--- config.mk ---
export PLATFORM = sky130hd
export DESIGN_NAME = pixel_proc_stage_flat
export DESIGN_NICKNAME = d
export VERILOG_FILES = /design/src/rtl/pix_pkg.sv /design/src/rtl/pixel_proc_stage_if.sv /design/src/rtl/pix_alu.sv /design/src/rtl/pixel_proc_stage.sv /design/src/flat_wrapper.sv
export SDC_FILE = /design/constraint.sdc
export NUM_CORES = 1
export LEC_CHECK = 0
export ABC_CLOCK_PERIOD_IN_PS = 2950
export BUFFER_PORTS_ARGS = -buffer_cell sky130_fd_sc_hd__clkbuf_2
export CAP_MARGIN = 25
export CORE_ASPECT_RATIO = 1.25
export CORE_MARGIN = 8
export CORE_UTILIZATION = 30
export CTS_BUF_LIST = sky130_fd_sc_hd__clkbuf_8
export CTS_CLUSTER_SIZE = 12
export DETAILED_ROUTE_END_ITERATION = 16
export HOLD_SLACK_MARGIN = 0.02
export SYNTH_ARGS = -nofsm -noshare
export SYNTH_HDL_FRONTEND = slang
export SYNTH_HIERARCHICAL = 1
export SYNTH_SLANG_ARGS = --single-unit
--- constraint.sdc ---
create_clock -name HCLK -period 2.95 [get_ports HCLK]
set_input_delay 0.1475 -clock HCLK [delete_from_list [all_inputs] [get_ports HCLK]]
set_output_delay 0.1475 -clock HCLK [all_outputs]
set_load 0.005 [all_outputs]
--- src/rtl/pix_pkg.sv ---
// -----------------------------------------------------------------------------
// pix_pkg
//   Shared definitions for the pixel point-operation stage: channel width,
//   operation mode encodings and saturating channel arithmetic.
// -----------------------------------------------------------------------------
package pix_pkg;

    localparam int unsigned PIX_W = 8;

    // Codes 5..7 carry no enum label; the ALU treats them as pass.
    typedef enum logic [2:0] {
        MODE_PASS = 3'd0,
        MODE_ADD  = 3'd1,
        MODE_SUB  = 3'd2,
        MODE_INV  = 3'd3,
        MODE_THR  = 3'd4
    } pix_mode_e;

    // min(255, p + v) using a 9-bit intermediate
    function automatic logic [PIX_W-1:0] sat_add(input logic [PIX_W-1:0] p,
                                                 input logic [PIX_W-1:0] v);
        logic [PIX_W:0] s;
        s = {1'b0, p} + {1'b0, v};
        return s[PIX_W] ? '1 : s[PIX_W-1:0];
    endfunction

    // max(0, p - v); bit 8 of the 9-bit difference is the borrow
    function automatic logic [PIX_W-1:0] sat_sub(input logic [PIX_W-1:0] p,
                                                 input logic [PIX_W-1:0] v);
        logic [PIX_W:0] s;
        s = {1'b0, p} - {1'b0, v};
        return s[PIX_W] ? '0 : s[PIX_W-1:0];
    endfunction

endpackage

--- src/rtl/pixel_proc_stage_if.sv ---
// -----------------------------------------------------------------------------
// pixel_proc_stage_if
//   Pixel stream bundle around pixel_proc_stage.
//   Upstream side : in_valid, in_R0/G0/B0 (even pixel), in_R1/G1/B1 (odd pixel)
//   Writer side   : hsync, DATA_WRITE_R0/G0/B0, DATA_WRITE_R1/G1/B1
//   modport master : the pixel source / writer sink (drives in_*)
//   modport slave  : the processing stage (consumes in_*, drives writer bus)
// -----------------------------------------------------------------------------
interface pixel_proc_stage_if;
    import pix_pkg::*;

    logic             in_valid;
    logic [PIX_W-1:0] in_R0, in_G0, in_B0;
    logic [PIX_W-1:0] in_R1, in_G1, in_B1;

    logic             hsync;
    logic [PIX_W-1:0] DATA_WRITE_R0, DATA_WRITE_G0, DATA_WRITE_B0;
    logic [PIX_W-1:0] DATA_WRITE_R1, DATA_WRITE_G1, DATA_WRITE_B1;

    modport master (
        output in_valid, in_R0, in_G0, in_B0, in_R1, in_G1, in_B1,
        input  hsync,
        input  DATA_WRITE_R0, DATA_WRITE_G0, DATA_WRITE_B0,
        input  DATA_WRITE_R1, DATA_WRITE_G1, DATA_WRITE_B1
    );

    modport slave (
        input  in_valid, in_R0, in_G0, in_B0, in_R1, in_G1, in_B1,
        output hsync,
        output DATA_WRITE_R0, DATA_WRITE_G0, DATA_WRITE_B0,
        output DATA_WRITE_R1, DATA_WRITE_G1, DATA_WRITE_B1
    );

endinterface

--- src/rtl/pix_alu.sv ---
// -----------------------------------------------------------------------------
// pix_alu
//   Combinational point operation on one RGB888 pixel.
//   Inputs : mode_i (operation), value_i (delta / threshold level), r_i/g_i/b_i
//   Outputs: r_o/g_o/b_o
//   Optional macro PIX_THRESHOLD_EN: enables MODE_THR (R+G+B > 3*value -> white,
//   else black). Without it MODE_THR falls through to pass.
// -----------------------------------------------------------------------------
module pix_alu
    import pix_pkg::*;
(
    input  pix_mode_e        mode_i,
    input  logic [PIX_W-1:0] value_i,
    input  logic [PIX_W-1:0] r_i,
    input  logic [PIX_W-1:0] g_i,
    input  logic [PIX_W-1:0] b_i,
    output logic [PIX_W-1:0] r_o,
    output logic [PIX_W-1:0] g_o,
    output logic [PIX_W-1:0] b_o
);

`ifdef PIX_THRESHOLD_EN
    logic [PIX_W+1:0] sum;
    logic [PIX_W+1:0] level;

    assign sum   = {2'b00, r_i} + {2'b00, g_i} + {2'b00, b_i};
    // 3*v as v + 2*v, all in 10 bits
    assign level = {2'b00, value_i} + {1'b0, value_i, 1'b0};
`endif

    always_comb begin
        r_o = r_i;
        g_o = g_i;
        b_o = b_i;
        case (mode_i)
            MODE_ADD: begin
                r_o = sat_add(r_i, value_i);
                g_o = sat_add(g_i, value_i);
                b_o = sat_add(b_i, value_i);
            end
            MODE_SUB: begin
                r_o = sat_sub(r_i, value_i);
                g_o = sat_sub(g_i, value_i);
                b_o = sat_sub(b_i, value_i);
            end
            MODE_INV: begin
                r_o = ~r_i;
                g_o = ~g_i;
                b_o = ~b_i;
            end
`ifdef PIX_THRESHOLD_EN
            MODE_THR: begin
                r_o = (sum > level) ? '1 : '0;
                g_o = (sum > level) ? '1 : '0;
                b_o = (sum > level) ? '1 : '0;
            end
`endif
            default: begin
                r_o = r_i;
                g_o = g_i;
                b_o = b_i;
            end
        endcase
    end

endmodule

--- src/rtl/pixel_proc_stage.sv ---
// -----------------------------------------------------------------------------
// pixel_proc_stage
//   Two-pixel-per-clock RGB888 point-operation stage feeding the BMP writer.
//   Fixed 2-cycle latency (stage 1: pixels + position tags, stage 2: ALU
//   result), no stalls. Config is latched at frame start and held all frame.
//   Ports:
//     HCLK, HRESETn          clock, async active-low reset
//     cfg_mode/cfg_value/cfg_value_ovr   operation and delta/threshold
//     bus (slave)            in_* beat input, hsync + DATA_WRITE_* output
//     line_end, frame_done   one-cycle tags aligned with hsync of that beat
//     busy                   frame in progress
//   Optional macro PIX_THRESHOLD_EN: threshold operation for mode 4.
// -----------------------------------------------------------------------------
module pixel_proc_stage
    import pix_pkg::*;
#(
    parameter int unsigned WIDTH     = 512,
    parameter int unsigned HEIGHT    = 512,
    parameter int unsigned DEF_VALUE = 100
)
(
    input  logic             HCLK,
    input  logic             HRESETn,
    input  logic [2:0]       cfg_mode,
    input  logic [PIX_W-1:0] cfg_value,
    input  logic             cfg_value_ovr,
    pixel_proc_stage_if.slave bus,
    output logic             line_end,
    output logic             frame_done,
    output logic             busy
);

    localparam int unsigned BEATS = WIDTH / 2;
    localparam int unsigned COL_W = (BEATS  > 1) ? $clog2(BEATS)  : 1;
    localparam int unsigned ROW_W = (HEIGHT > 1) ? $clog2(HEIGHT) : 1;
    localparam logic [COL_W-1:0] LAST_COL = COL_W'(BEATS - 1);
    localparam logic [ROW_W-1:0] LAST_ROW = ROW_W'(HEIGHT - 1);

    logic [COL_W-1:0]   col_q, col_d;
    logic [ROW_W-1:0]   row_q, row_d;
    pix_mode_e          mode_q, mode_d;
    logic [PIX_W-1:0]   val_q, val_d;
    logic               busy_q, busy_d;

    logic               s1_valid_q;
    logic               s1_eol_q, s1_eof_q;
    logic [6*PIX_W-1:0] s1_pix_q;

    logic               hsync_q, line_end_q, frame_done_q;
    logic [6*PIX_W-1:0] out_pix_q, out_pix_d;
    logic [6*PIX_W-1:0] alu_pix;

    logic               eol, eof, start;

    assign eol = (col_q == LAST_COL);
    assign eof = eol && (row_q == LAST_ROW);
    // A beat landing on the frame_done cycle opens the next frame even
    // though busy has not dropped yet.
    assign start = bus.in_valid && (!busy_q || frame_done_q);

    always_comb begin
        col_d  = col_q;
        row_d  = row_q;
        mode_d = mode_q;
        val_d  = val_q;
        busy_d = busy_q;
        if (bus.in_valid) begin
            if (eol) begin
                col_d = '0;
                row_d = eof ? '0 : row_q + 1'b1;
            end else begin
                col_d = col_q + 1'b1;
            end
        end
        if (start) begin
            mode_d = pix_mode_e'(cfg_mode);
            val_d  = cfg_value_ovr ? cfg_value : PIX_W'(DEF_VALUE);
        end
        if (frame_done_q) begin
            busy_d = 1'b0;
        end
        if (bus.in_valid) begin
            busy_d = 1'b1;
        end
    end

    // Stage 2 data only updates on a valid beat so bubbles hold the bus.
    assign out_pix_d = s1_valid_q ? alu_pix : out_pix_q;

    pix_alu u_alu_even (
        .mode_i  (mode_q),
        .value_i (val_q),
        .r_i     (s1_pix_q[6*PIX_W-1:5*PIX_W]),
        .g_i     (s1_pix_q[5*PIX_W-1:4*PIX_W]),
        .b_i     (s1_pix_q[4*PIX_W-1:3*PIX_W]),
        .r_o     (alu_pix[6*PIX_W-1:5*PIX_W]),
        .g_o     (alu_pix[5*PIX_W-1:4*PIX_W]),
        .b_o     (alu_pix[4*PIX_W-1:3*PIX_W])
    );

    pix_alu u_alu_odd (
        .mode_i  (mode_q),
        .value_i (val_q),
        .r_i     (s1_pix_q[3*PIX_W-1:2*PIX_W]),
        .g_i     (s1_pix_q[2*PIX_W-1:PIX_W]),
        .b_i     (s1_pix_q[PIX_W-1:0]),
        .r_o     (alu_pix[3*PIX_W-1:2*PIX_W]),
        .g_o     (alu_pix[2*PIX_W-1:PIX_W]),
        .b_o     (alu_pix[PIX_W-1:0])
    );

    always_ff @(posedge HCLK or negedge HRESETn) begin
        if (!HRESETn) begin
            col_q        <= '0;
            row_q        <= '0;
            mode_q       <= MODE_PASS;
            val_q        <= PIX_W'(DEF_VALUE);
            busy_q       <= 1'b0;
            s1_valid_q   <= 1'b0;
            s1_eol_q     <= 1'b0;
            s1_eof_q     <= 1'b0;
            s1_pix_q     <= '0;
            hsync_q      <= 1'b0;
            line_end_q   <= 1'b0;
            frame_done_q <= 1'b0;
            out_pix_q    <= '0;
        end else begin
            col_q        <= col_d;
            row_q        <= row_d;
            mode_q       <= mode_d;
            val_q        <= val_d;
            busy_q       <= busy_d;
            s1_valid_q   <= bus.in_valid;
            s1_eol_q     <= bus.in_valid && eol;
            s1_eof_q     <= bus.in_valid && eof;
            s1_pix_q     <= {bus.in_R0, bus.in_G0, bus.in_B0,
                             bus.in_R1, bus.in_G1, bus.in_B1};
            hsync_q      <= s1_valid_q;
            line_end_q   <= s1_eol_q;
            frame_done_q <= s1_eof_q;
            out_pix_q    <= out_pix_d;
        end
    end

    assign bus.hsync         = hsync_q;
    assign bus.DATA_WRITE_R0 = out_pix_q[6*PIX_W-1:5*PIX_W];
    assign bus.DATA_WRITE_G0 = out_pix_q[5*PIX_W-1:4*PIX_W];
    assign bus.DATA_WRITE_B0 = out_pix_q[4*PIX_W-1:3*PIX_W];
    assign bus.DATA_WRITE_R1 = out_pix_q[3*PIX_W-1:2*PIX_W];
    assign bus.DATA_WRITE_G1 = out_pix_q[2*PIX_W-1:PIX_W];
    assign bus.DATA_WRITE_B1 = out_pix_q[PIX_W-1:0];
    assign line_end          = line_end_q;
    assign frame_done        = frame_done_q;
    assign busy              = busy_q;

endmodule

--- src/flat_wrapper.sv ---
// flat-port wrapper written by rule: the top's interface ports become plain ports
module pixel_proc_stage_flat import pix_pkg::*;
#(
    parameter int unsigned WIDTH     = 512,
    parameter int unsigned HEIGHT    = 512,
    parameter int unsigned DEF_VALUE = 100
)
  (HCLK, HRESETn, cfg_mode, cfg_value, cfg_value_ovr, line_end, frame_done, busy, bus_in_valid, bus_in_R0, bus_in_G0, bus_in_B0, bus_in_R1, bus_in_G1, bus_in_B1, bus_hsync, bus_DATA_WRITE_R0, bus_DATA_WRITE_G0, bus_DATA_WRITE_B0, bus_DATA_WRITE_R1, bus_DATA_WRITE_G1, bus_DATA_WRITE_B1);
  pixel_proc_stage_if bus_i ();
  input  logic HCLK;
  input  logic HRESETn;
  input  logic [2:0] cfg_mode;
  input  logic [PIX_W-1:0] cfg_value;
  input  logic cfg_value_ovr;
  output logic line_end;
  output logic frame_done;
  output logic busy;
  input wire logic [$bits(bus_i.in_valid)-1:0] bus_in_valid;
  input wire logic [$bits(bus_i.in_R0)-1:0] bus_in_R0;
  input wire logic [$bits(bus_i.in_G0)-1:0] bus_in_G0;
  input wire logic [$bits(bus_i.in_B0)-1:0] bus_in_B0;
  input wire logic [$bits(bus_i.in_R1)-1:0] bus_in_R1;
  input wire logic [$bits(bus_i.in_G1)-1:0] bus_in_G1;
  input wire logic [$bits(bus_i.in_B1)-1:0] bus_in_B1;
  output wire logic [$bits(bus_i.hsync)-1:0] bus_hsync;
  output wire logic [$bits(bus_i.DATA_WRITE_R0)-1:0] bus_DATA_WRITE_R0;
  output wire logic [$bits(bus_i.DATA_WRITE_G0)-1:0] bus_DATA_WRITE_G0;
  output wire logic [$bits(bus_i.DATA_WRITE_B0)-1:0] bus_DATA_WRITE_B0;
  output wire logic [$bits(bus_i.DATA_WRITE_R1)-1:0] bus_DATA_WRITE_R1;
  output wire logic [$bits(bus_i.DATA_WRITE_G1)-1:0] bus_DATA_WRITE_G1;
  output wire logic [$bits(bus_i.DATA_WRITE_B1)-1:0] bus_DATA_WRITE_B1;
  assign bus_i.in_valid = bus_in_valid;
  assign bus_i.in_R0 = bus_in_R0;
  assign bus_i.in_G0 = bus_in_G0;
  assign bus_i.in_B0 = bus_in_B0;
  assign bus_i.in_R1 = bus_in_R1;
  assign bus_i.in_G1 = bus_in_G1;
  assign bus_i.in_B1 = bus_in_B1;
  assign bus_hsync = bus_i.hsync;
  assign bus_DATA_WRITE_R0 = bus_i.DATA_WRITE_R0;
  assign bus_DATA_WRITE_G0 = bus_i.DATA_WRITE_G0;
  assign bus_DATA_WRITE_B0 = bus_i.DATA_WRITE_B0;
  assign bus_DATA_WRITE_R1 = bus_i.DATA_WRITE_R1;
  assign bus_DATA_WRITE_G1 = bus_i.DATA_WRITE_G1;
  assign bus_DATA_WRITE_B1 = bus_i.DATA_WRITE_B1;
  pixel_proc_stage #(.WIDTH(WIDTH), .HEIGHT(HEIGHT), .DEF_VALUE(DEF_VALUE)) u_core (.HCLK(HCLK), .HRESETn(HRESETn), .cfg_mode(cfg_mode), .cfg_value(cfg_value), .cfg_value_ovr(cfg_value_ovr), .bus(bus_i), .line_end(line_end), .frame_done(frame_done), .busy(busy));
endmodule
==> run_results.csv <==
group,metric,value,unit
cells_and_area,mostFrequentLayoutCell,"dfrtp_1",
sta,clock.fmax,339,MHz
cells_and_area,final_layout_size_suffix_gt1_share,23.7,%
job,maxCapViolCount,0,
sta,relSlewSlack,58.2,%
critical_path,startpoint_type,"flip-flop",
routing,wl_per_cell,18.9,um
sta,hold_viol_final,0,
pwr,leakagePower,5.67,nW
critical_path,crit_start,"u_core/val_q[2]",
yosys,synthFlopType,"dfrtp_1",
placement,place_ws,1.90,ps
routing,drtIter0Drc,567,
sta,slew_violations,0,
cells_and_area,multi_input_area,0.00653,mm2
sta,finClkSkew,30.2,ps
clock_tree,insertion_delay,490,ps
clock_tree,cts_buffers,17,
critical_path,end_kind,"flip-flop",
sta,setup_tns,0,ps
critical_path,cp_slowest_cell,"dfstp_2",
cells_and_area,nets,1515,
yosys,netlist_instances,1119,
placement,portBuffers,114,
sta,rsz0062_at_grt,"yes",
clock_tree,cts_max_level,4,
floorplanning,core-area,0.0335,mm2
sta,worstMarginPinSlew,611,ps
routing,vias_per_cell,5.26,
critical_path,worstReg2RegEnd,"u_core/out_pix_q[21]",
cells_and_area,final_cell_mix,"dfrtp_1 (126), clkbuf_2 (113), ha_1 (103)",
yosys,ys_types,91,
sta,fin_ws,3.27,ps
critical_path,rr_worst_depth,9,
placement,gp_congestion,0.926,
routing,drt-total-wl,33500,um
sta,finalCritPeriodShare,99.9,%
critical_path,r2r_slack,3,ps
floorplanning,placementRows,75,
yosys,synth_top_area_cell,"dfrtp_1",
critical_path,critPathCapture,"u_core/out_pix_q[21]",
yosys,synth_edf_count,0,
clock_tree,cts_tree,"done",
floorplanning,pin_count,115,
yosys,synth_top_cell_area_share,31.4,%
clock_tree,cts.clk_slew.worst_paths,110,ps
critical_path,worst_path_most_repeated_cell,"a21o_1",
yosys,ys_ff_latch,131,
sta,setup_violations,0,
floorplanning,die_h,222,um
pwr,power,4.53,mW
critical_path,rr_startpoint,"u_core/val_q[2]",
routing,drcViolationCount,0,
clock_tree,cts_max_path_buffers,2,
cells_and_area,area_delta_synth_final,25.0,%
routing,first_pass_iters,5,
min_path,hp-class,"primary input to flip-flop",
critical_path,cp_cell_sequence,"clkinvlp_4 -> buf_4 -> ha_2 -> a21o_1 -> a211oi_2 -> a21o_1 -> o221ai_1 -> a2bb2o_1 -> mux2_2",
critical_path,crit_path_max_fanout,8,
critical_path,crit_path_max_incr_delay,620,ps
sta,fin_crit,2950,ps
clock_tree,cts_root_buf,"clkbuf_8",
global_route,grt_pass1_wl,52700,um
routing,vias,9315,
critical_path,crit_arrival,3320,ps
yosys,ys_async_sr_fraction,100,%
global_route,grt_max_degree,59,
pwr,peakVddDrop,0.245,mV
global_route,overflow,0,
cells_and_area,insertedDiodeCount,0,
routing,antenna_left,0,
cells_and_area,num-fill-cells,3321,
placement,dp_hpwl,25600,um
floorplanning,dieArea,0.0402,mm2
critical_path,crit_type,"flip-flop to flip-flop",
global_route,antenna_found_initial,0,
critical_path,cp.required,3320,ps
pwr,powerDensity,355,mW/mm2
global_route,grt_pass1_vias,9671,
yosys,yosysSeqAreaShare,32.2,%
yosys,syn-num-nets,1299,
cells_and_area,regArea,0.00328,mm2
yosys,yosys-top-cells-area,"dfrtp_1 (31%), ha_1 (13%), mux2_2 (6.0%), nor2_1 (3.7%), o21ai_0 (3.3%)",
outcome,status,"complete, no violations",
yosys,ys_warn_count,6,
global_route,grt_usage,16.7,%
clock_tree,cts.sinks,131,
yosys,syn-cell-area,0.0102,mm2
floorplanning,initial_core_util,30.5,%
floorplanning,dieWidth,181,um
yosys,postSynthAreaPerCell,9.12,um2
[critical path: cells and delay by family, from the launching register on]
| family | cells | cell delay [ps] |
|---|---|---|
| fa+ha+maj | 1 | 340 |
| buf+inv | 2 | 340 |
| flops | 1 | 620 |
| compound gates | 5 | 1250 |
| mux | 1 | 270 |
[area by class of cell]
type | count | area share (%)
multi-input combinational | 873 | 51.2
sequential | 131 | 25.7
timing repair buffer | 240 | 13.5
tap | 423 | 4.15
inverter | 72 | 2.19
clock buffer | 19 | 2.05
clock inverter | 13 | 1.17
[timing repair]
item | in CTS | in global routing
endpoints found under the hold margin | 111 | 0
pin swaps | 0 | 4
hold buffers | 61 | 0
setup buffers | 0 | 5
setup endpoints to repair | 1 | 17
resized for setup | 1 | 19
cloned | 0 | 0
[sequential cells by signal, indices dropped and copies added, names as in the netlist]
register           count
u_core/bus.hsync       1
u_core/busy            1
u_core/col_q           8
u_core/frame_done      1
u_core/line_end        1
u_core/mode_q          3
u_core/out_pix_q      48
u_core/row_q           9
u_core/s1_eof_q        1
u_core/s1_eol_q        1
u_core/s1_pix_q       48
u_core/s1_valid_q      1
u_core/val_q           8
[power by group]
group | leakage, nW | switching (mW) | internal (mW)
clock network | 0.206 | 0.822 | 0.809
registers | 1.56 | 0.145 | 1.93
logic | 3.90 | 0.410 | 0.406
[routing by layer]
metal	wire length, um	part of all wire (%)	GRT usage [%]
met1	13800	41	18.7
met2	16900	50	29.5
met3	1180	3.5	2.73
met4	1720	5.1	9.70
met5	0	0	0
[synthesized netlist by cell type (all sizes together), types with 18 or more instances]
cell type	instances
nor2b	28
inv	71
o21ai	88
mux2	54
dfrtp	128
nor3	24
buf	25
clkbuf	18
xnor2	21
nor2	100
nand2	87
nand2b	26
a21oi	66
ha	105
o31ai	18
[cells by family after synthesis]
group / Yosys count / synth area share, %
simple gates: 338 / 16.4
xor+xnor: 29 / 2.49
fa+ha+maj: 117 / 15.2
mux: 62 / 6.74
compound gates: 327 / 22.2
flops: 131 / 32.2
buf+inv: 115 / 4.77
[metrics by stage]
step                area [um2]  cells  utilization (%)  hold slack (ps)
floorplan                10200   1119                -             -148
detailed placement       11600   1673             34.6              140
global route             12800   1771             38.1             82.5
CTS                      12600   1766             37.7             45.2
finish                   12800   1771             38.1             84.9
global placement         11600   1673             34.6              138
[worst min path at each step]
| stage | startpoint | end | slack [ps] | depth (start not counted) |
|---|---|---|---|---|
| 6_report | cfg_value_ovr | u_core/val_q[5] | 80 | 3 |
| 4_1_cts | cfg_value_ovr | u_core/val_q[5] | 50 | 3 |
| 2_1_floorplan | HRESETn | u_core/bus.hsync | -150 | 0 |
| 5_1_grt | cfg_value_ovr | u_core/val_q[4] | 80 | 3 |
| 3_5_place_dp | HRESETn | u_core/s1_pix_q[20] | 140 | 1 |
| 3_3_place_gp | HRESETn | u_core/out_pix_q[20] | 140 | 1 |
Power figures use the tool's default switching activity.
